[src/rtl/conv_scheduler.sv]
// Sliding-window convolution scheduler: fetches each FILTERDIM x FILTERDIM window from image RAM,
// presents it to an external kernel, and writes results out. Optional ReLU control: CONV_SCHEDULER_RELU_EN.
module conv_scheduler #(
  parameter int BITWIDTH  = 32,
  parameter int IMGWIDTH  = 28,
  parameter int IMGHEIGHT = 28,
  parameter int FILTERDIM = 5
) (
  input  logic                                  Clk,
  input  logic                                  Reset,
  input  logic                                  start,
  input  logic                                  cfg_relu,
  output logic                                  busy,
  output logic                                  done,
  output logic [$clog2(IMGWIDTH*IMGHEIGHT)-1:0] img_addr,
  input  logic signed [BITWIDTH-1:0]            img_rdata,
  output logic signed [BITWIDTH-1:0]            win_data [FILTERDIM*FILTERDIM],
  output logic                                  relu_enable,
  input  logic signed [BITWIDTH-1:0]            kern_result,
  output logic                                  out_valid,
  output logic [$clog2((IMGWIDTH-FILTERDIM+1)*(IMGHEIGHT-FILTERDIM+1))-1:0] out_addr,
  output logic signed [BITWIDTH-1:0]            out_data,
  input  logic                                  out_ready
);

  localparam int OUTW = IMGWIDTH - FILTERDIM + 1;
  localparam int OUTH = IMGHEIGHT - FILTERDIM + 1;
  localparam int NW   = FILTERDIM * FILTERDIM;
  localparam int AW   = $clog2(IMGWIDTH * IMGHEIGHT);
  localparam int KW   = $clog2(NW + 1);
  localparam int CW   = $clog2(FILTERDIM + 1);
  localparam int RW   = $clog2(OUTH + 1);
  localparam int XW   = $clog2(OUTW + 1);

  typedef enum logic [2:0] {IDLE, FETCH, DRAIN, CALC, WRITE, DONE} state_t;

  state_t         state, state_n;
  logic [RW-1:0]  row;
  logic [XW-1:0]  col;
  logic [AW-1:0]  win_base;
  logic [KW-1:0]  kcnt;
  logic [KW-1:0]  widx;
  logic [CW-1:0]  kc;
  logic           last_win;
  logic           last_read;
  logic           hs;

  assign last_win  = (row == RW'(OUTH - 1)) && (col == XW'(OUTW - 1));
  assign last_read = (kcnt == KW'(NW - 1));
  assign hs        = out_valid && out_ready;

  always_ff @(posedge Clk) begin
    if (Reset) state <= IDLE;
    else       state <= state_n;
  end

  always_comb begin
    state_n   = state;
    busy      = 1'b0;
    done      = 1'b0;
    out_valid = 1'b0;
    case (state)
      IDLE:  if (start) state_n = FETCH;
      FETCH: begin
        busy = 1'b1;
        if (last_read) state_n = DRAIN;
      end
      DRAIN: begin
        busy    = 1'b1;
        state_n = CALC;
      end
      CALC: begin
        busy    = 1'b1;
        state_n = WRITE;
      end
      WRITE: begin
        busy      = 1'b1;
        out_valid = 1'b1;
        if (out_ready) state_n = last_win ? DONE : FETCH;
      end
      DONE: begin
        done    = 1'b1;
        state_n = IDLE;
      end
      default: state_n = IDLE;
    endcase
  end

  // img_addr walks the window with counters only: +1 along a line, +(IMGWIDTH-FILTERDIM+1)
  // to the next line; after the last read it holds so the bus stays quiet until the next window.
  always_ff @(posedge Clk) begin
    if (Reset) begin
      row      <= '0;
      col      <= '0;
      win_base <= '0;
      img_addr <= '0;
      out_addr <= '0;
      out_data <= '0;
      kcnt     <= '0;
      widx     <= '0;
      kc       <= '0;
      for (int unsigned i = 0; i < NW; i++) win_data[i] <= '0;
    end else begin
      if (state == IDLE && start) begin
        row      <= '0;
        col      <= '0;
        win_base <= '0;
        img_addr <= '0;
        out_addr <= '0;
        kcnt     <= '0;
        kc       <= '0;
      end

      if (state == FETCH) begin
        widx <= kcnt;
        if (!last_read) begin
          kcnt <= kcnt + KW'(1);
          if (kc == CW'(FILTERDIM - 1)) begin
            kc       <= '0;
            img_addr <= img_addr + AW'(IMGWIDTH - FILTERDIM + 1);
          end else begin
            kc       <= kc + CW'(1);
            img_addr <= img_addr + AW'(1);
          end
        end
      end

      // RAM data lags the address by one cycle, so capture trails issue by one slot.
      if ((state == FETCH && kcnt != '0) || state == DRAIN)
        win_data[widx] <= img_rdata;

      if (state == CALC)
        out_data <= kern_result;

      if (hs) begin
        out_addr <= out_addr + 1'b1;
        kcnt     <= '0;
        kc       <= '0;
        if (col == XW'(OUTW - 1)) begin
          col      <= '0;
          row      <= row + RW'(1);
          win_base <= win_base + AW'(FILTERDIM);
          img_addr <= win_base + AW'(FILTERDIM);
        end else begin
          col      <= col + XW'(1);
          win_base <= win_base + AW'(1);
          img_addr <= win_base + AW'(1);
        end
      end
    end
  end

`ifdef CONV_SCHEDULER_RELU_EN
  logic relu_q;

  always_ff @(posedge Clk) begin
    if (Reset)                     relu_q <= 1'b0;
    else if (state == IDLE && start) relu_q <= cfg_relu;
  end

  assign relu_enable = busy & relu_q;
`else
  logic unused_cfg_relu;

  assign unused_cfg_relu = cfg_relu;
  assign relu_enable     = 1'b0;
`endif

endmodule

[config.mk]
export PLATFORM = sky130hd
export DESIGN_NAME = conv_scheduler
export DESIGN_NICKNAME = d
export VERILOG_FILES = /design/src/rtl/conv_scheduler.sv
export SDC_FILE = /design/constraint.sdc
export NUM_CORES = 2
export LEC_CHECK = 0
export BUFFER_PORTS_ARGS = -buffer_cell sky130_fd_sc_hd__buf_4
export CAP_MARGIN = 40
export CORE_AREA = 4 4 363 365
export CTS_CLUSTER_SIZE = 8
export DETAILED_ROUTE_END_ITERATION = 10
export DIE_AREA = 0 0 367 369
export PLACE_DENSITY = 0.55
export RECOVER_POWER = 25
export SYNTH_ARGS = -nofsm -noshare
export SYNTH_HDL_FRONTEND = slang
export SYNTH_SLANG_ARGS = --single-unit
[constraint.sdc]
create_clock -name Clk -period 2.7 [get_ports Clk]
set_input_delay 0.54 -clock Clk [delete_from_list [all_inputs] [get_ports Clk]]
set_output_delay 0.54 -clock Clk [all_outputs]
set_load 0.01 [all_outputs]
==> impl_metrics.yaml <==
run_status:
  outcome: "complete, no violations"
synthesis:
  syn_area_um2: 32650
  synthesis.nets: 3300
  synthArstFlopShare_pct: 0
  seq_area_frac_synth_pct: 54.45
  synthDistinctLibCells: 64
  synth_largest_area_cell: "dfxtp_1"
  ys_warn_count: 0
  synth_ff_type: "dfxtp_1"
  synth_enable_flop_cells: 0
  yosys_register_bits: 888
  netlist.area_leader.share_pct: 54.45
  syn_area_per_cell_um2: 10.14
  netlist_top_cells_area: "dfxtp_1, mux2i_1, nand2_1, clkbuf_1, a21oi_1"
  synthCells: 3219
drt:
  wire_per_inst_um: 22.77
  antenna_left: 0
  vias_per_cell: 4.529
  top_layer_used: "met4"
  via_count: 26471
  wl_met1_um: 56010
  postRouteWirelength_um: 133100
  wl_met2_um: 63790
  drt_iter0_drc: 1550
  drt-pass1-iter-count: 5
  drc: 0
  met3_length_um: 9249
sta:
  layout_min_cycle_time_ns: 2.446
  finalCritPeriodShare_pct: 90.60
  fin_ws_ns: 0.2537
  slew_violations: 0
  relSlewSlack_pct: 32.01
  rsz0062_at_grt: "false"
  final_hold_viol_count: 0
  setup_viol: 0
  whs_ns: 0.1059
  fin_worst_skew_ns: 0.02944
  fmax_mhz: 408.8
  finalSetupTns_ns: 0
  worst_pin_slew_ns: 1.020
setup_path:
  worst_setup_path_end_kind: "output pin"
  required_ns: 2.16
  reg2regPathDepth: 9
  path_max_fanout: 10
  cp.arrival_ns: 1.91
  criticalPathCategory: "reg2out"
  critPathLaunchType: "flip-flop"
clock_network:
  htreeDepth: 3
  insertion_delay_ns: 0.73
  numCtsBuffers: 121
  cts_tree: "built"
  clkTransAtPathRegs_ns: 0.05
  post_cts_buffers: 0
  clockRootBuffer: "clkbuf_16"
  cts_max_path_buffers: 3
  cts_sinks: 888
worst_hold_path:
  holdPathStages: 3
  hold_path_class: "in2reg"
place:
  port_buffers: 922
  place_area_um2: 42300
  dp_hpwl_um: 90690
  globalplace.congestion: 0.8186
  post-place-ws_ns: 0.2560
floorplan:
  chipWidth_um: 367
  initial_core_util_pct: 25.34
  rows: 132
  fp.coreArea_um2: 128800
  die_y_um: 369
  io-pin-count: 925
  die_area_um2: 135400
layout:
  mostFrequentLayoutCell: "nand2_1"
  layout-drive-gt1-share_pct: 20.52
  final_nets: 4238
  fin_area_um2: 44300
  final_cell_mix: "nand2_1, dfxtp_1, mux2i_1, buf_4, clkbuf_1"
  area_growth_pct: 35.67
pwr:
  power.density_nw_per_um2: 631.8
  leakagePower_nw: 22.06
  ir_worst_vdd_mv: 0.6449
global_route:
  grt_pass1_wl_um: 187900
  grt_pass1_vias: 26133
  grt_use_total_pct: 18.77
  grt_overflow_total: 0
  grt_max_degree: 109
  antenna_found_initial: 4
job:
  cap_violations: 0
[area by class of cell]
class | count | area, um2
diodes | 3 | 7.507
repair buffers | 1091 | 7417
well taps | 1675 | 2096
inverters | 13 | 56.30
clock inverters | 6 | 160.2
clock buffers | 127 | 3102
multi-input cells | 2042 | 13680
fillers | 13407 | 84530
flip-flops and latches | 888 | 17780
[worst paths after layout]
kind                                 startpoint            end  slack [ns]
worst max-delay path                   state[2]      out_valid        0.25
worst max register to register          kcnt[1]  win_data[364]        0.30
worst min-delay path            kern_result[19]   out_data[19]        0.11
worst min register to register    win_data[448]  win_data[448]        0.45
[critical path, cell delays in order (launching register included)]
cell	delay (ns)
dfxtp_1	0.51
inv_1	0.22
nor3_1	0.27
buf_4	0.18
[per-layer routing]
layer  global-route usage [%]  vias to the layer above
met3                    5.388                      205
met5                        0                        -
met1                    22.68                    12863
met4                    6.431                        0
met2                    31.94                      860
li1                         -                    12543
[per-stage QoR]
stage	utilization, %	std cells	power, mW
floorplan	-	3219	13.88
global placement	32.81	5683	14.52
detailed placement	32.84	5685	14.53
CTS	35.56	5842	28.40
global route	34.38	5842	28.89
finish	34.39	5845	27.99
[power by group]
group / switching [mW] / internal (mW) / leakage, nW
Combinational: 0.817 / 0.287 / 13.3
Sequential: 0.0122 / 13.1 / 7.15
Clock: 5.72 / 8.01 / 1.59
[synth_stat cells (all sizes together) (3+ instances only)]
library cell / n
nand2: 933
dfxtp: 888
mux2i: 802
clkbuf: 193
buf: 83
a21oi: 76
nand3: 35
nor2: 24
nand4: 18
o21ai: 14
inv: 13
nor3: 13
ha: 12
or3: 8
nor2b: 7
a31oi: 6
xor2: 6
a211oi: 5
a311oi: 5
and2: 5
and3: 5
o211ai: 5
xnor2: 5
a22oi: 4
nand3b: 4
nor3b: 4
mux2: 3
nand4b: 3
or2: 3
[state kept, by name, summed over array words and instances (netlist names)]
register and count:
kc 3, win_data 800, col 5, kcnt 5
out_addr 10, row 5, widx 5, win_base 10
out_data 32, state 3, img_addr 10
[repair_timing]
action | in CTS | in global routing
hold buffers | 24 | 0
resized for setup | 0 | 0
endpoints found under the hold margin | 24 | 0
[kinds of logic after synthesis]
group	Yosys count	synth area share, %
compound gates	137	2.598
xor+xnor	11	0.2951
fa+ha+maj	12	0.4598
flops	888	54.45
simple gates	1076	13.64
mux	805	24.69
buf+inv	289	3.859
other cells	1	0.01149
(Power assumes the default switching activity.)
